### src/rtl/nn_zoom_stream.sv
// -----------------------------------------------------------------------------
// nn_zoom_stream
//
// Nearest-neighbour integer zoom on a raster pixel stream. One input row is
// captured into a single line buffer (FILL), then replayed zl times
// vertically, with each pixel repeated zl times horizontally (EMIT). The block
// then returns to FILL for the next row, or to IDLE once the last row has been
// replayed.
//
// Ports
//   clock      : single clock, rising edge
//   reset      : synchronous, active-high reset
//   start      : begins a frame when sampled high in IDLE
//   zoom       : zoom factor, sampled with start (0 -> 1, >ZOOM_MAX -> ZOOM_MAX)
//   in_pixel   : input pixel           } raster-order input stream
//   in_valid   : input pixel valid     }
//   in_ready   : block accepts input   }
//   out_pixel  : output pixel          } raster-order output stream
//   out_valid  : output pixel valid    }
//   out_ready  : sink accepts output   }
//   out_eol    : current output pixel is the last of its row
//   out_eof    : current output pixel is the last of the frame
//   busy       : high outside IDLE
//   done       : one-cycle pulse after the last output pixel is accepted
// -----------------------------------------------------------------------------
module nn_zoom_stream #(
   parameter int DATA_W   = 8,
   parameter int LARGURA  = 2,
   parameter int ALTURA   = 2,
   parameter int ZOOM_MAX = 4,
   localparam int ZW      = $clog2(ZOOM_MAX + 1)
) (
   input  logic              clock,
   input  logic              reset,
   input  logic              start,
   input  logic [ZW-1:0]     zoom,
   input  logic [DATA_W-1:0] in_pixel,
   input  logic              in_valid,
   output logic              in_ready,
   output logic [DATA_W-1:0] out_pixel,
   output logic              out_valid,
   input  logic              out_ready,
   output logic              out_eol,
   output logic              out_eof,
   output logic              busy,
   output logic              done
);

   // Counters must hold the largest of width, height and zoom factor.
   localparam int MAXV = (LARGURA > ALTURA)
                         ? ((LARGURA > ZOOM_MAX) ? LARGURA : ZOOM_MAX)
                         : ((ALTURA  > ZOOM_MAX) ? ALTURA  : ZOOM_MAX);
   localparam int CW   = $clog2(MAXV + 1);
   localparam int AW   = (LARGURA > 1) ? $clog2(LARGURA) : 1;

   localparam logic [CW-1:0] LAST_COL = CW'(LARGURA - 1);
   localparam logic [CW-1:0] LAST_LIN = CW'(ALTURA - 1);
   localparam logic [CW-1:0] ZMAX_C   = CW'(ZOOM_MAX);
   localparam logic [CW-1:0] ONE_C    = CW'(1);

   typedef enum logic [1:0] {
      S_IDLE = 2'd0,
      S_FILL = 2'd1,
      S_EMIT = 2'd2
   } state_t;

   state_t            r_state;
   state_t            w_state_next;

   logic [DATA_W-1:0] r_line_buf [LARGURA];
   logic [CW-1:0]     r_linha;     // input row currently buffered
   logic [CW-1:0]     r_coluna;    // buffer column (write in FILL, read in EMIT)
   logic [CW-1:0]     r_nlinha;    // vertical replica of the buffered row
   logic [CW-1:0]     r_ncoluna;   // horizontal replica of the current pixel
   logic [CW-1:0]     r_zl;        // latched, clamped zoom factor
   logic              r_done;

   logic [CW-1:0]     w_zoom_ext;
   logic [CW-1:0]     w_zl_new;
   logic [CW-1:0]     w_zl_last;
   logic [AW-1:0]     w_buf_idx;
   logic              w_in_hs;
   logic              w_out_hs;
   logic              w_col_last;
   logic              w_ncol_last;
   logic              w_nlin_last;
   logic              w_lin_last;
   logic              w_row_end;

   assign w_zoom_ext  = CW'(zoom);
   assign w_zl_last   = r_zl - ONE_C;
   assign w_buf_idx   = r_coluna[AW-1:0];

   // Handshakes are derived from the state register directly so that the
   // next-state logic never depends on its own outputs.
   assign w_in_hs     = (r_state == S_FILL) && in_valid;
   assign w_out_hs    = (r_state == S_EMIT) && out_ready;

   assign w_col_last  = (r_coluna  == LAST_COL);
   assign w_ncol_last = (r_ncoluna == w_zl_last);
   assign w_nlin_last = (r_nlinha  == w_zl_last);
   assign w_lin_last  = (r_linha   == LAST_LIN);
   assign w_row_end   = w_out_hs && w_ncol_last && w_col_last && w_nlin_last;

   // Zoom clamp: 0 behaves as 1, anything above ZOOM_MAX saturates.
   always_comb begin
      w_zl_new = w_zoom_ext;
      if (w_zoom_ext == '0) begin
         w_zl_new = ONE_C;
      end else if (w_zoom_ext > ZMAX_C) begin
         w_zl_new = ZMAX_C;
      end
   end

   // State register.
   always_ff @(posedge clock) begin
      if (reset) begin
         r_state <= S_IDLE;
      end else begin
         r_state <= w_state_next;
      end
   end

   // Next state and handshake outputs.
   // NOTE: every signal written here gets a default first so no path can
   // leave it unassigned and infer a latch.
   always_comb begin
      w_state_next = r_state;
      in_ready     = 1'b0;
      out_valid    = 1'b0;
      busy         = 1'b1;
      case (r_state)
         S_IDLE: begin
            busy = 1'b0;
            if (start) begin
               w_state_next = S_FILL;
            end
         end
         S_FILL: begin
            in_ready = 1'b1;
            if (w_in_hs && w_col_last) begin
               w_state_next = S_EMIT;
            end
         end
         S_EMIT: begin
            out_valid = 1'b1;
            if (w_row_end) begin
               w_state_next = w_lin_last ? S_IDLE : S_FILL;
            end
         end
         default: begin
            w_state_next = S_IDLE;
         end
      endcase
   end

   // Counters, zoom latch and done pulse.
   // NOTE: sequential state is written with non-blocking assignments so every
   // register samples the pre-edge values of the others.
   always_ff @(posedge clock) begin
      if (reset) begin
         r_linha   <= '0;
         r_coluna  <= '0;
         r_nlinha  <= '0;
         r_ncoluna <= '0;
         r_zl      <= ONE_C;
         r_done    <= 1'b0;
      end else begin
         r_done <= 1'b0;
         case (r_state)
            S_IDLE: begin
               if (start) begin
                  r_zl      <= w_zl_new;
                  r_linha   <= '0;
                  r_coluna  <= '0;
                  r_nlinha  <= '0;
                  r_ncoluna <= '0;
               end
            end
            S_FILL: begin
               if (w_in_hs) begin
                  if (w_col_last) begin
                     r_coluna  <= '0;
                     r_ncoluna <= '0;
                     r_nlinha  <= '0;
                  end else begin
                     r_coluna <= r_coluna + ONE_C;
                  end
               end
            end
            S_EMIT: begin
               if (w_out_hs) begin
                  // Innermost: horizontal replica, then column, then
                  // vertical replica; wrapping the last ends the row.
                  if (!w_ncol_last) begin
                     r_ncoluna <= r_ncoluna + ONE_C;
                  end else begin
                     r_ncoluna <= '0;
                     if (!w_col_last) begin
                        r_coluna <= r_coluna + ONE_C;
                     end else begin
                        r_coluna <= '0;
                        if (!w_nlin_last) begin
                           r_nlinha <= r_nlinha + ONE_C;
                        end else begin
                           r_nlinha <= '0;
                           if (w_lin_last) begin
                              r_done <= 1'b1;
                           end else begin
                              r_linha <= r_linha + ONE_C;
                           end
                        end
                     end
                  end
               end
            end
            default: begin
            end
         endcase
      end
   end

   // Line buffer.
   // NOTE: the buffer is deliberately not reset; every entry is rewritten in
   // FILL before EMIT can read it, so a reset would only cost logic.
   always_ff @(posedge clock) begin
      if (!reset && w_in_hs) begin
         r_line_buf[w_buf_idx] <= in_pixel;
      end
   end

   assign out_pixel = out_valid ? r_line_buf[w_buf_idx] : '0;
   assign out_eol   = out_valid && w_col_last && w_ncol_last;
   assign out_eof   = out_eol && w_nlin_last && w_lin_last;
   assign done      = r_done;

endmodule

### config.mk
export PLATFORM = sky130hd
export DESIGN_NAME = nn_zoom_stream
export DESIGN_NICKNAME = d
export VERILOG_FILES = /design/src/rtl/nn_zoom_stream.sv
export SDC_FILE = /design/constraint.sdc
export NUM_CORES = 1
export LEC_CHECK = 0
export BUFFER_PORTS_ARGS = -buffer_cell sky130_fd_sc_hd__buf_2
export CAP_MARGIN = 40
export CORE_MARGIN = 4
export CORE_UTILIZATION = 45
export DETAILED_ROUTE_END_ITERATION = 6
export GPL_ROUTABILITY_DRIVEN = 0
export GPL_TIMING_DRIVEN = 0
export PLACE_DENSITY = 0.68
export SYNTH_ARGS = -nofsm -noshare
export SYNTH_HDL_FRONTEND = slang
export SYNTH_SLANG_ARGS = --single-unit
### constraint.sdc
create_clock -name clock -period 1.98 [get_ports clock]
set_input_delay 0.198 -clock clock [delete_from_list [all_inputs] [get_ports clock]]
set_output_delay 0.198 -clock clock [all_outputs]
set_load 0.05 [all_outputs]
* Word-level counts from Yosys, hierarchy flattened
Memories as Yosys holds them, arrays and structs flattened. A register that Yosys moved wholly into a read port is not among the register bits.
Cells that the tools add are included.
** Word-level totals
- Bits in registers :: 18
- Input bits :: 16
- RAM bits :: 16
- Memories kept :: 1
** Memory list
- r_line_buf :: depth 2, bits a word 8, read ports 1, clocked after memory_dff 1, write ports 1, RTL line 70 : logic [DATA_W-1:0] r_line_buf [LARGURA];
** Cells by class
- Muxes and demuxes :: 38
- Reductions and logical operators :: 23
- Bitwise logic cells :: 5
- $lt $le $gt $ge :: 1
- $add $sub $neg :: 5
- Equality and inequality tests :: 16
** Operators by type and width (count)
- 2-to-1 mux 3 bit :: 20
- one-hot mux 3 bit (3 select lines) :: 3
- != test 2 bit, second input constant :: 9
- AND reduction 7 bit :: 2
- adder 3 x 1 -> 3 bit, second input constant :: 4
- logical AND 1 bit :: 11
- AND reduction 5 bit :: 2
- 2-to-1 mux 1 bit :: 9
- 2-to-1 mux 8 bit :: 1
- == test 3 x 1 -> 1 bit, second input constant :: 2
- == test 3 bit :: 2
- 2-to-1 mux 2 bit :: 3
- one-hot mux 2 bit (3 select lines) :: 1
- one-hot mux 3 bit (2 select lines) :: 1
- OR reduction 6 bit :: 1
- NOT 1 bit :: 5
- greater-than comparator 3 bit, second input constant :: 1
- zero test 3 bit :: 1
- AND reduction 3 bit :: 1
- nonzero test 3 bit :: 1
- subtractor 3 x 1 -> 3 bit, second input constant :: 1
- == test 2 x 1 -> 1 bit, second input constant :: 1
- == test 2 bit, second input constant :: 1
- zero test 2 bit :: 1
- 4 further kinds :: 4

* Longest topological paths before layout
- Depth in word-level cells :: 7
- Depth in mapped cells :: 8
- Depth with buffers taken out :: 7

* Worst setup path after synthesis
OpenSTA, ideal clock, no wires.
- Path type :: flip-flop to output port
- Start :: register r_state[0]
- End :: output port out_pixel[0]
- Data required time :: 1.782 ns
- Stages on the path, launching flop included :: 6
- Arrival time :: 2.199 ns
- Path buffers :: 2
- Slack :: -0.417 ns
- Cells stage by stage :: dfxtp_1 inv_1 ha_1 clkbuf_1 clkbuf_1 nor2b_1
** Between the ends
- Cells in the longest elaborated chain, start to end :: 3
** Ends and longest elaborated chain
- start: declaration :: RTL line 67 : state_t r_state;
- start signal: assignment :: RTL line 120 : r_state <= w_state_next;
- == test 2 bit :: RTL line 132 : case (r_state)
- 2-to-1 mux 1 bit :: RTL line 132
- named net out_valid :: RTL line 41 : output logic out_valid,
- 2-to-1 mux 8 bit :: RTL line 232 : assign out_pixel = out_valid ? r_line_buf[w_buf_idx] : '0;
- end: declaration :: RTL line 40 : output logic [DATA_W-1:0] out_pixel,
The timed path passes the listed nets, and every way through them passes these cells.

* Worst setup path in the final report
- Start :: register r_zl[0]
- End :: output port out_eof
** Between the ends
- Cells in the longest elaborated chain, start to end :: 5
- Elaborated cells on any way between the ends :: 6
** Ends and longest elaborated chain
- start: declaration :: RTL line 75 : logic [CW-1:0] r_zl;
- start signal: assignment :: RTL line 173 : r_zl <= w_zl_new;
- subtractor 3 x 1 -> 3 bit (*) :: RTL line 91 : assign w_zl_last = r_zl - ONE_C;
- == test 3 bit :: RTL line 100 : assign w_ncol_last = (r_ncoluna == w_zl_last);
- logical AND 1 bit :: RTL line 233 : assign out_eol = out_valid && w_col_last && w_ncol_last;
- logical AND 1 bit (*) (2 in series) :: RTL line 234 : assign out_eof = out_eol && w_nlin_last && w_lin_last;
- end: declaration :: RTL line 44 : output logic out_eof,
Every way passes the cells marked *; elsewhere a longest branch is shown, timed or not.

==> run summary <==
Hold EP: r_line_buf[1][2]
Mean Syn Cell Area: 9.931 um^2
die area: 5318 um^2
final hold violation count: 0
Final Instance Count excl. Fillers: 294
peak supply drop: 0.0006829 V
compound-cell area share of the yosys netlist: 9.037%
Initial DRC Count: 91
minimum clock period: 2.085 ns
Setup WS pre-CTS: -0.2447 ns
clock sink count: 35
Ys Warns: 0
# port buffers: 29
max frequency: 0.4797 GHz
Main synth FF type: dfxtp_1
period utilization: 105.3%
post-synthesis adder-cell area fraction: 6.596%
fin. max-slew vios: 0
#FFs+latches synth: 35
H-tree depth: 2
Clock Tree Buf Depth: 2
largest family of logic cells by synthesized area: simple AND/OR/NAND/NOR gates
Bufs and invs on worst path: 2
per-cell routed wire length: 14.68 um
I/O pins: 30
CP Data Required Time: 1.78 ns
hold path cells: 1
CTS tree: built
Critical Path AT: 1.89 ns
Final Cell Area: 2594 um^2
Min-Delay Startpoint: in_pixel[2]
total global routing overflow: 0
Synth Area in Simple Gates: 23.09%
Num CTS Buffers: 5
status: finished with violations
post-layout net count: 269
critical path's top delay family: simple AND/OR/NAND/NOR gates
RR Endpoint: r_linha[0]
area of the multi-input gates: 1186 um^2
placed cell area: 2196 um^2
R2R setup slack: -0.06 ns
Crit Path Class: flip-flop to primary output
Util after Layout: 64.38%
first-pass GRT wire length: 6720 um
root buffer cell: clkbuf_8
initial antenna violation count: 0
relative max-transition margin: 60.60%
Syn Nets: 217
Die Y: 72.93 um
failing checks: setup timing
fraction of registers with async set/reset: 0%
Critical Path Source Type: flip-flop
post-synthesis xor/xnor area fraction: 3.496%
Detail Route Antenna Nets: 0
post-route setup slack: -0.1045 ns
Area Growth Syn to Fin: 36.74%
Core Area: 4029 um^2
Synth cell types: 43
Worst Path Max Fanout: 3
Worst-Margin Slew: 0.5910 ns
Leakage: 0.001005 uW
fillers: 349
Rows: 23
post-synthesis cell area: 1897 um^2
Register Area: 870.8 um^2
Seq/Total Area, Yosys: 45.38%
Vias/cell: 5.310
Antenna Cells: 0
setup_tns: -0.1891 ns
initial core utilization: 47.08%
Die Wd: 72.93 um
count of final setup violators: 4
Worst-path clk slew: 0.07 ns
vias: 1,561
gr usage total: 16.69%
mux cell area share after synthesis: 8.575%
DRC: 0
slowest cell on the critical path: dfxtp_4
unrepaired setup endpoints after global routing: yes
DP HPWL: 2872 um
Worst R2R Path Depth: 9
Routed WL: 4315 um
cell total after placement: 272
clock skew: 0.003180 ns
share of layout cells above drive strength 1: 40.57%
drt pass-1 iters: 4
CP max stage delay: 0.36 ns
Synth Instances: 191
Max Cap Viol: 0
crit-path cells: inv_2 > ha_4 > xor2_4 > nand4_1 > nor3_4 > and3_4 > buf_8
Crit. End Element: primary output
largest net degree at the start of global routing: 12
Power Density: 1085 nW/um^2
Post-synth EDFFs: 16
RR Startpoint: r_zl[0]
vias in the first global route: 1,488
Hold Crit Class: primary input to flip-flop
Clk Latency, worst-skew pair: 0.29 ns
==> power by group <==
part / total, uW / internal (uW) / switching [uW]
Sequential: 866 / 824 / 42.3
Clock: 513 / 246 / 267
Combinational: 1430 / 636 / 799
Total: 2810 / 1710 / 1110
==> flip-flops by register name (all words and copies together) (netlist names), named ones only <==
| register | count |
|---|---|
| r_coluna | 3 |
| done | 1 |
| r_ncoluna | 3 |
| r_state | 2 |
| r_linha | 3 |
| r_nlinha | 3 |
| r_line_buf | 16 |
| r_zl | 3 |
==> cells in the final DEF (no fill, tap or decap), drive strengths merged, types with 2 or more instances in the layout <==
master / n
nor2b: 14
edfxtp: 16
and2: 4
mux2i: 14
nor3b: 2
o21ai: 5
mux2: 2
dfxtp: 19
xor2: 5
nand3: 10
nand2: 13
a21oi: 7
nand2b: 6
nor2: 15
o211ai: 2
clkbuf: 9
inv: 11
ha: 10
or3: 2
buf: 49
nand4: 3
a21boi: 2
and3: 4
nor3: 3
==> metrics by stage <==
| stage | hold WS [ns] | power (uW) |
|---|---|---|
| final | 0.09762 | 2813 |
| after global routing | 0.08814 | 2953 |
| after CTS | 0.09441 | 2621 |
| after detailed placement | 0.3973 | 1924 |
| after global placement | 0.3859 | 1910 |
| after floorplan | 0.2969 | 1707 |
==> metal layers <==
metal	global-route usage [%]	vias up	wire length (um)
met1	20.64	745	1943
li1	-	774	-
met5	0	-	0
met2	27.45	34	2106
met3	4.545	8	181
met4	6.762	0	85
==> worst reg2reg max path: stages (launching register included) <==
cell and delay [ns]:
dfxtp_4 0.36, inv_2 0.04, ha_4 0.30, xor2_4 0.18, nand4_1 0.19, buf_4 0.20
buf_4 0.12, o41ai_2 0.22, a21boi_1 0.11, o21ba_2 0.22
==> repair_timing <==
action                     CTS  global route
setup buffers                8             7
pin swaps                    6             9
hold buffers                 0             0
setup endpoints to repair   18             7
gates resized for setup     34            21
==> synth_stat cells (2+ instances only) <==
| cell type | number | area [um^2] |
|---|---|---|
| dfxtp_1 | 19 | 380.4 |
| clkbuf_1 | 4 | 15.01 |
| nand3_1 | 10 | 50.05 |
| o211ai_1 | 2 | 15.01 |
| xor2_1 | 5 | 43.79 |
| a21boi_0 | 2 | 15.01 |
| nor3_1 | 2 | 10.01 |
| and2_1 | 3 | 18.77 |
| nor2_1 | 15 | 56.30 |
| ha_1 | 10 | 125.1 |
| mux2_2 | 2 | 22.52 |
| o21ai_0 | 5 | 25.02 |
| nor3b_1 | 2 | 15.01 |
| edfxtp_1 | 16 | 480.5 |
| nor2b_1 | 14 | 87.58 |
| or3_1 | 2 | 12.51 |
| and3_1 | 4 | 25.02 |
| nand2_1 | 13 | 48.80 |
| mux2i_1 | 14 | 140.1 |
| nand2b_1 | 6 | 37.54 |
| nand4_1 | 3 | 18.77 |
| inv_1 | 11 | 41.29 |
| a21oi_1 | 7 | 35.03 |
==> logic make-up after synthesis <==
| group | Yosys count |
|---|---|
| buf+inv | 18 |
| compound gates | 26 |
| simple gates | 80 |
| fa+ha+maj | 10 |
| xor+xnor | 6 |
| flops | 35 |
| mux | 16 |
==> worst max path at each step <==
stage | start | endpoint | cells past startpoint
floorplan | r_state[1] | r_coluna[1] | 7
global placement | reset | r_line_buf[1][6] | 4
detailed placement | r_state[0] | out_eof | 6
CTS | r_zl[0] | out_eof | 7
global route | r_zl[0] | out_eof | 7
finish | r_zl[0] | out_eof | 7
==> area by class of cell <==
| type | count | area share (%) |
|---|---|---|
| Multi-Input combinational cell | 138 | 45.73 |
| Sequential cell | 35 | 33.57 |
| Timing Repair Buffer | 45 | 11.67 |
| Clock buffer | 6 | 2.798 |
| Tap cell | 50 | 2.412 |
| Buffer | 7 | 1.737 |
| Inverter | 11 | 1.592 |
| Clock inverter | 2 | 0.4824 |
Note: power is estimated with default switching activity, not from simulation.
